File: config.mk
export PLATFORM = sky130hd
export DESIGN_NAME = uart_rx_param_flat
export DESIGN_NICKNAME = d
export VERILOG_FILES = /design/src/rtl/uart_pkg.sv /design/src/rtl/uart_rx_param_if.sv /design/src/rtl/sync_2ff.sv /design/src/rtl/uart_rx_param.sv /design/src/flat_wrapper.sv
export SDC_FILE = /design/constraint.sdc
export NUM_CORES = 1
export LEC_CHECK = 0
export CAP_MARGIN = 20
export CORE_ASPECT_RATIO = 1.2
export CORE_MARGIN = 1
export CORE_UTILIZATION = 50
export CTS_CLUSTER_DIAMETER = 30
export DETAILED_ROUTE_END_ITERATION = 6
export PLACE_DENSITY = 0.72
export SYNTH_ARGS = -nofsm -noshare
export SYNTH_HDL_FRONTEND = slang
export SYNTH_SLANG_ARGS = --single-unit
export TNS_END_PERCENT = 30
File: constraint.sdc
create_clock -name clk -period 3.2 [get_ports clk]
set_input_delay 0.48 -clock clk [delete_from_list [all_inputs] [get_ports clk]]
set_output_delay 0.48 -clock clk [all_outputs]
set_load 0.02 [all_outputs]
File: src/rtl/uart_pkg.sv
// rtl/uart_pkg.sv - shared UART state encoding and parameter limits
package uart_pkg;

    typedef enum logic [2:0] {
        IDLE   = 3'd0,
        START  = 3'd1,
        DATA   = 3'd2,
        PARITY = 3'd3,
        STOP   = 3'd4
    } uart_state_e;

    localparam int DATA_BITS_MIN  = 5;
    localparam int DATA_BITS_MAX  = 9;
    localparam int OVERSAMPLE_MIN = 8;
    localparam int OVERSAMPLE_MAX = 32;
    localparam int STOP_BITS_MIN  = 1;
    localparam int STOP_BITS_MAX  = 2;

    function automatic bit uart_params_legal(input int data_bits, input int oversample,
                                             input int stop_bits);
        return (data_bits >= DATA_BITS_MIN) && (data_bits <= DATA_BITS_MAX) &&
               (oversample >= OVERSAMPLE_MIN) && (oversample <= OVERSAMPLE_MAX) &&
               (oversample % 2 == 0) &&
               (stop_bits >= STOP_BITS_MIN) && (stop_bits <= STOP_BITS_MAX);
    endfunction

endpackage

File: src/rtl/uart_rx_param_if.sv
// rtl/uart_rx_param_if.sv - received-frame valid/ready handshake bundle
interface uart_rx_param_if #(
    parameter int DATA_BITS = 8
);
    logic [DATA_BITS-1:0] rx_data;
    logic                 rx_valid;
    logic                 rx_ready;
    logic                 frame_err;
    logic                 parity_err;
    logic                 overrun;

    modport master (
        output rx_data, rx_valid, frame_err, parity_err, overrun,
        input  rx_ready
    );

    modport slave (
        input  rx_data, rx_valid, frame_err, parity_err, overrun,
        output rx_ready
    );
endinterface

File: src/rtl/sync_2ff.sv
// rtl/sync_2ff.sv - generic two-flop synchroniser with selectable reset value
module sync_2ff #(
    parameter logic RESET_VAL = 1'b1
) (
    input  logic clk,
    input  logic rst_n,
    input  logic i_d,
    output logic o_q
);
    logic r_meta;
    logic r_sync;

    // Two-stage capture of the asynchronous input
    always_ff @(posedge clk or negedge rst_n) begin
        if (!rst_n) begin
            r_meta <= RESET_VAL;
            r_sync <= RESET_VAL;
        end else begin
            r_meta <= i_d;
            r_sync <= r_meta;
        end
    end

    assign o_q = r_sync;
endmodule

File: src/rtl/uart_rx_param.sv
// rtl/uart_rx_param.sv - parametrised UART receive engine with valid/ready frame delivery
module uart_rx_param
    import uart_pkg::*;
#(
    parameter int DATA_BITS  = 8,
    parameter int OVERSAMPLE = 16,
    parameter int PARITY_EN  = 0,
    parameter int PARITY_ODD = 0,
    parameter int STOP_BITS  = 1
) (
    input  logic            clk,
    input  logic            rst_n,
    input  logic            rx,
    input  logic            s_tick,
    uart_rx_param_if.master m_rx,
    output logic            busy
);
    localparam int TICK_W = $clog2(OVERSAMPLE);
    localparam int BIT_W  = $clog2(DATA_BITS);

    localparam logic [TICK_W-1:0] TICK_MID  = TICK_W'(OVERSAMPLE / 2 - 1);
    localparam logic [TICK_W-1:0] TICK_LAST = TICK_W'(OVERSAMPLE - 1);
    localparam logic [BIT_W-1:0]  BIT_LAST  = BIT_W'(DATA_BITS - 1);
    localparam logic [BIT_W-1:0]  STOP_LAST = BIT_W'(STOP_BITS - 1);
    localparam uart_state_e       AFTER_DATA = (PARITY_EN != 0) ? PARITY : STOP;

    logic                 w_rx_s;
    logic                 w_frm_err;

    uart_state_e          r_state;
    logic [TICK_W-1:0]    r_tick_cnt;
    logic [BIT_W-1:0]     r_bit_cnt;
    logic [DATA_BITS-1:0] r_shift;
    logic                 r_frm_err;
    logic                 r_par_err;

    logic [DATA_BITS-1:0] r_rx_data;
    logic                 r_rx_valid;
    logic                 r_frame_err;
    logic                 r_parity_err;
    logic                 r_overrun;

    sync_2ff #(.RESET_VAL(1'b1)) u_sync (
        .clk   (clk),
        .rst_n (rst_n),
        .i_d   (rx),
        .o_q   (w_rx_s)
    );

    // Framing error including the stop sample taken on this tick
    assign w_frm_err = r_frm_err | ~w_rx_s;

    // Receive FSM on s_tick, plus the handshake that clears the held frame;
    // a completion is written after the clear so it wins a same-cycle accept
    always_ff @(posedge clk or negedge rst_n) begin
        if (!rst_n) begin
            r_state      <= IDLE;
            r_tick_cnt   <= '0;
            r_bit_cnt    <= '0;
            r_shift      <= '0;
            r_frm_err    <= 1'b0;
            r_par_err    <= 1'b0;
            r_rx_data    <= '0;
            r_rx_valid   <= 1'b0;
            r_frame_err  <= 1'b0;
            r_parity_err <= 1'b0;
            r_overrun    <= 1'b0;
        end else begin
            if (r_rx_valid && m_rx.rx_ready) begin
                r_rx_valid   <= 1'b0;
                r_frame_err  <= 1'b0;
                r_parity_err <= 1'b0;
                r_overrun    <= 1'b0;
            end
            if (s_tick) begin
                case (r_state)
                    IDLE: begin
                        if (!w_rx_s) begin
                            r_tick_cnt <= '0;
                            r_state    <= START;
                        end
                    end
                    START: begin
                        if (r_tick_cnt == TICK_MID) begin
                            if (w_rx_s) begin
                                r_state <= IDLE;
                            end else begin
                                r_tick_cnt <= '0;
                                r_bit_cnt  <= '0;
                                r_frm_err  <= 1'b0;
                                r_par_err  <= 1'b0;
                                r_state    <= DATA;
                            end
                        end else begin
                            r_tick_cnt <= r_tick_cnt + 1'b1;
                        end
                    end
                    DATA: begin
                        if (r_tick_cnt == TICK_LAST) begin
                            r_tick_cnt <= '0;
                            r_shift    <= {w_rx_s, r_shift[DATA_BITS-1:1]};
                            if (r_bit_cnt == BIT_LAST) begin
                                r_bit_cnt <= '0;
                                r_state   <= AFTER_DATA;
                            end else begin
                                r_bit_cnt <= r_bit_cnt + 1'b1;
                            end
                        end else begin
                            r_tick_cnt <= r_tick_cnt + 1'b1;
                        end
                    end
                    PARITY: begin
                        if (r_tick_cnt == TICK_LAST) begin
                            r_tick_cnt <= '0;
                            r_par_err  <= ((^r_shift) ^ w_rx_s) != 1'(PARITY_ODD);
                            r_state    <= STOP;
                        end else begin
                            r_tick_cnt <= r_tick_cnt + 1'b1;
                        end
                    end
                    STOP: begin
                        if (r_tick_cnt == TICK_LAST) begin
                            r_tick_cnt <= '0;
                            if (r_bit_cnt == STOP_LAST) begin
                                r_bit_cnt    <= '0;
                                r_state      <= IDLE;
                                r_rx_data    <= r_shift;
                                r_frame_err  <= w_frm_err;
                                r_parity_err <= r_par_err;
                                r_overrun    <= r_rx_valid & ~m_rx.rx_ready;
                                r_rx_valid   <= 1'b1;
                            end else begin
                                r_frm_err <= w_frm_err;
                                r_bit_cnt <= r_bit_cnt + 1'b1;
                            end
                        end else begin
                            r_tick_cnt <= r_tick_cnt + 1'b1;
                        end
                    end
                    default: r_state <= IDLE;
                endcase
            end
        end
    end

    assign m_rx.rx_data    = r_rx_data;
    assign m_rx.rx_valid   = r_rx_valid;
    assign m_rx.frame_err  = r_frame_err;
    assign m_rx.parity_err = r_parity_err;
    assign m_rx.overrun    = r_overrun;
    assign busy            = (r_state != IDLE);
endmodule

File: src/flat_wrapper.sv
// flat-port wrapper written by rule: the top's interface ports become plain ports
module uart_rx_param_flat import uart_pkg::*;
#(
    parameter int DATA_BITS  = 8,
    parameter int OVERSAMPLE = 16,
    parameter int PARITY_EN  = 0,
    parameter int PARITY_ODD = 0,
    parameter int STOP_BITS  = 1
)
  (clk, rst_n, rx, s_tick, busy, m_rx_rx_data, m_rx_rx_valid, m_rx_frame_err, m_rx_parity_err, m_rx_overrun, m_rx_rx_ready);
  uart_rx_param_if #(.DATA_BITS(DATA_BITS)) m_rx_i ();
  input  logic clk;
  input  logic rst_n;
  input  logic rx;
  input  logic s_tick;
  output logic busy;
  output wire logic [$bits(m_rx_i.rx_data)-1:0] m_rx_rx_data;
  output wire logic [$bits(m_rx_i.rx_valid)-1:0] m_rx_rx_valid;
  output wire logic [$bits(m_rx_i.frame_err)-1:0] m_rx_frame_err;
  output wire logic [$bits(m_rx_i.parity_err)-1:0] m_rx_parity_err;
  output wire logic [$bits(m_rx_i.overrun)-1:0] m_rx_overrun;
  input wire logic [$bits(m_rx_i.rx_ready)-1:0] m_rx_rx_ready;
  assign m_rx_rx_data = m_rx_i.rx_data;
  assign m_rx_rx_valid = m_rx_i.rx_valid;
  assign m_rx_frame_err = m_rx_i.frame_err;
  assign m_rx_parity_err = m_rx_i.parity_err;
  assign m_rx_overrun = m_rx_i.overrun;
  assign m_rx_i.rx_ready = m_rx_rx_ready;
  uart_rx_param #(.DATA_BITS(DATA_BITS), .OVERSAMPLE(OVERSAMPLE), .PARITY_EN(PARITY_EN), .PARITY_ODD(PARITY_ODD), .STOP_BITS(STOP_BITS)) u_core (.clk(clk), .rst_n(rst_n), .rx(rx), .s_tick(s_tick), .m_rx(m_rx_i), .busy(busy));
endmodule
==> impl_metrics.tcl <==
set metrics [dict create \
    max_cap_viol_count 0 \
    core_sq_um 3310 \
    cp_data_required_time_ps 2720 \
    wire_per_inst_microns 14.6 \
    initial_utilization_pct 52.3 \
    final-max-slew-violation-count 0 \
    crit_buf_inv 2 \
    cp_cell_sequence "nor3_1 -> inv_1 -> clkdlybuf4s50_1" \
    synthesis.nets 158 \
    drive_gt1_share_pct 21.9 \
    rows 23 \
    cts-root-buf "clkbuf_8" \
    synth_top_area_share_pct 46.2 \
    cpPeakStageDelay_ps 570 \
    dp.cells 198 \
    grtUsageTotal_pct 17.3 \
    hold_depth 0 \
    cts_resized 0 \
    fin_tns_setup_ps 0 \
    grt_pass1_wl_mm 4.82 \
    die-area_sq_um 3700 \
    p_leak_uw 0.000909 \
    hp-class "flop to flop" \
    crit_cells 3 \
    setup-violations-final 0 \
    area.growth.synth_to_final_pct 16.0 \
    insertion_delay_ps 290 \
    yosys.area.top_type "dfrtp_1" \
    cts_tree "yes" \
    io_pins 18 \
    rsz0062_at_grt "no" \
    cts_max_path_buffers 2 \
    diodes 0 \
    cp.arrival_ps 1920 \
    synth_most_common_cell "dfrtp_1" \
    numCtsBuffers 5 \
    reg2reg_depth 7 \
    clk_pin_slew_ps 60 \
    die_x_microns 55.7 \
    first_pass_iters 4 \
    ctsHoldBuffers 0 \
    period_share_pct 75.0 \
    worstPathMaxFanout 15 \
    cts_max_level 2 \
    synth-seq-cells 34 \
    synth_cells 149 \
    min_to "u_core.u_sync.o_q$_DFF_PN1_" \
    fin_area_sq_um 2010 \
    cts_setup_buffers 0 \
    fp.dieH_microns 66.5 \
    synth-edff-count 0 \
    max_slew.worst_pin.slew_ps 579 \
    antenna_found_initial 0 \
    antenna_left 0 \
    nNetsFinal 177 \
    post-route-min-period_ps 2400 \
    end_kind "primary output" \
    grt_pass1_vias 1090 \
    fmax_ghz 0.417 \
    start_kind "flop" \
    min_from "u_core.u_sync.r_meta$_DFF_PN1_" \
    gr-total-overflow 0 \
    synth_cell_types 39 \
    drt-total-wl_mm 3.01 \
    via_per_inst 5.66 \
    cp_top_family "buffers and inverters" \
    vias 1165 \
    postLayoutCoreUtil_pct 60.7 \
    ff2ff_setup_slack_ps 1170 \
    cts.sinks 34 \
    status "complete, no violations" \
    dp_hpwl_mm 2.05 \
    synthFlopType "dfrtp_1" \
    synth.top_cells.by_area "dfrtp_1 46%, mux2_2 12%, xnor2_1 4.0%, dfstp_2 3.0%, nand2_1 3.0%" \
    power_density_nw_per_um2 751 \
    gp_congestion 0.828 \
    critical_path_class "flop to primary output" \
    fillers 271 \
    crit_slowest_cell "dfrtp_1" \
    fin_cells 206 \
    synth_commonest_cells "32 x dfrtp_1, 18 x mux2_2, 14 x nand2_1" \
    syn_avg_cell_area_sq_um 11.6 \
    ir_drop_v 0.000518 \
    placed_area_sq_um 1910 \
    seq_area_frac_synth_pct 49.3 \
    r2r-start "u_core.r_bit_cnt[0]$_DFFE_PN0P_" \
    finalHoldViolations 0 \
    syn_area_sq_um 1730 \
    drcViolationCount 0 \
    yosys_warnings 0 \
    grt_max_degree 35 \
    drt-initial-drc-count 54 \
    port_buffers 17 \
    synth-async-reset-ratio_pct 100 \
    clock_skew_ps 7.84 \
    relSlewSlack_pct 61.2 \
    r2r-end "u_core.r_state[0]$_DFFE_PN0P_" \
]
-- power by group --
part	total (uW)	leakage (uW)	switching [uW]	internal [uW]
Clock	332	0.0000472	160	173
Combinational	524	0.000419	260	264
Sequential	651	0.000444	135	516
Total	1510	0.000909	555	953
-- registers in the layout, indices dropped and copies added, names as in the netlist --
register	count
u_core.m_rx.frame_err	1
u_core.m_rx.overrun	1
u_core.m_rx.parity_err	1
u_core.m_rx.rx_data	8
u_core.m_rx.rx_valid	1
u_core.r_bit_cnt	3
u_core.r_frm_err	1
u_core.r_par_err	1
u_core.r_shift	8
u_core.r_state	3
u_core.r_tick_cnt	4
u_core.u_sync.o_q	1
u_core.u_sync.r_meta	1
-- cell families after synthesis --
| kind of cell | count (synthesis) | synth area share (%) |
|---|---|---|
| AND/OR/NAND/NOR | 43 | 15.0 |
| flip-flops | 34 | 49.3 |
| AO/OA/AOI/OAI | 24 | 10.4 |
| multiplexers | 21 | 13.4 |
| buffers and inverters | 14 | 4.41 |
| XOR/XNOR | 9 | 4.55 |
| adder cells (fa/ha/maj) | 4 | 2.89 |
-- cell type report --
class / count / area [sq um] / area share (%)
Sequential cell: 34 / 853 / 42.5
Multi-Input combinational cell: 101 / 802 / 39.9
Timing Repair Buffer: 19 / 185 / 9.22
Clock buffer: 6 / 82.6 / 4.11
Tap cell: 37 / 46.3 / 2.31
Inverter: 7 / 26.3 / 1.31
Clock inverter: 2 / 12.5 / 0.623
-- stage by stage --
stage                     hold WS, ps  total power, uW  worst slack [ps]
final                             355             1510               800
after global routing              364             1610               679
after CTS                         357             1520               773
after detailed placement          347             1180               810
after global placement            349             1160               840
after floorplan                   184             1070              1410
-- worst register-to-register path, cell delays in order, from the launching register on --
cell      delay (ps)
dfrtp_1          420
inv_1             70
ha_1             170
nand2b_1         130
a31oi_1          320
o22ai_1          140
nor3b_2          290
mux2_2           380
-- routing by layer --
| layer | GRT usage, % | vias to the layer above | wire length [microns] |
|---|---|---|---|
| met1 | 21.7 | 569 | 1430 |
| met5 | 0 | - | 0 |
| met4 | 8.44 | 0 | 40 |
| met3 | 6.02 | 4 | 142 |
| met2 | 26.8 | 23 | 1400 |
| li1 | - | 569 | - |
-- worst max path at each step --
| stage | startpoint | to |
|---|---|---|
| floorplan | u_core.r_tick_cnt[0]$_DFFE_PN0P_ | u_core.m_rx.rx_data[2]$_DFFE_PN0P_ |
| global placement | s_tick | u_core.r_shift[3]$_DFFE_PN0P_ |
| detailed placement | s_tick | u_core.r_shift[4]$_DFFE_PN0P_ |
| CTS | u_core.r_state[0]$_DFFE_PN0P_ | busy |
| global route | u_core.r_state[0]$_DFFE_PN0P_ | busy |
| finish | u_core.r_state[0]$_DFFE_PN0P_ | busy |
-- layout by cell type, fill, tap and decap left out, types with 6 or more instances in the layout --
master,n
xnor2_1,8
inv_1,7
clkdlybuf4s50_1,17
nand2_1,14
mux2_2,18
o21ai_0,6
nand3_1,6
clkbuf_8,6
dfrtp_1,32
(Power assumes the default switching activity.)
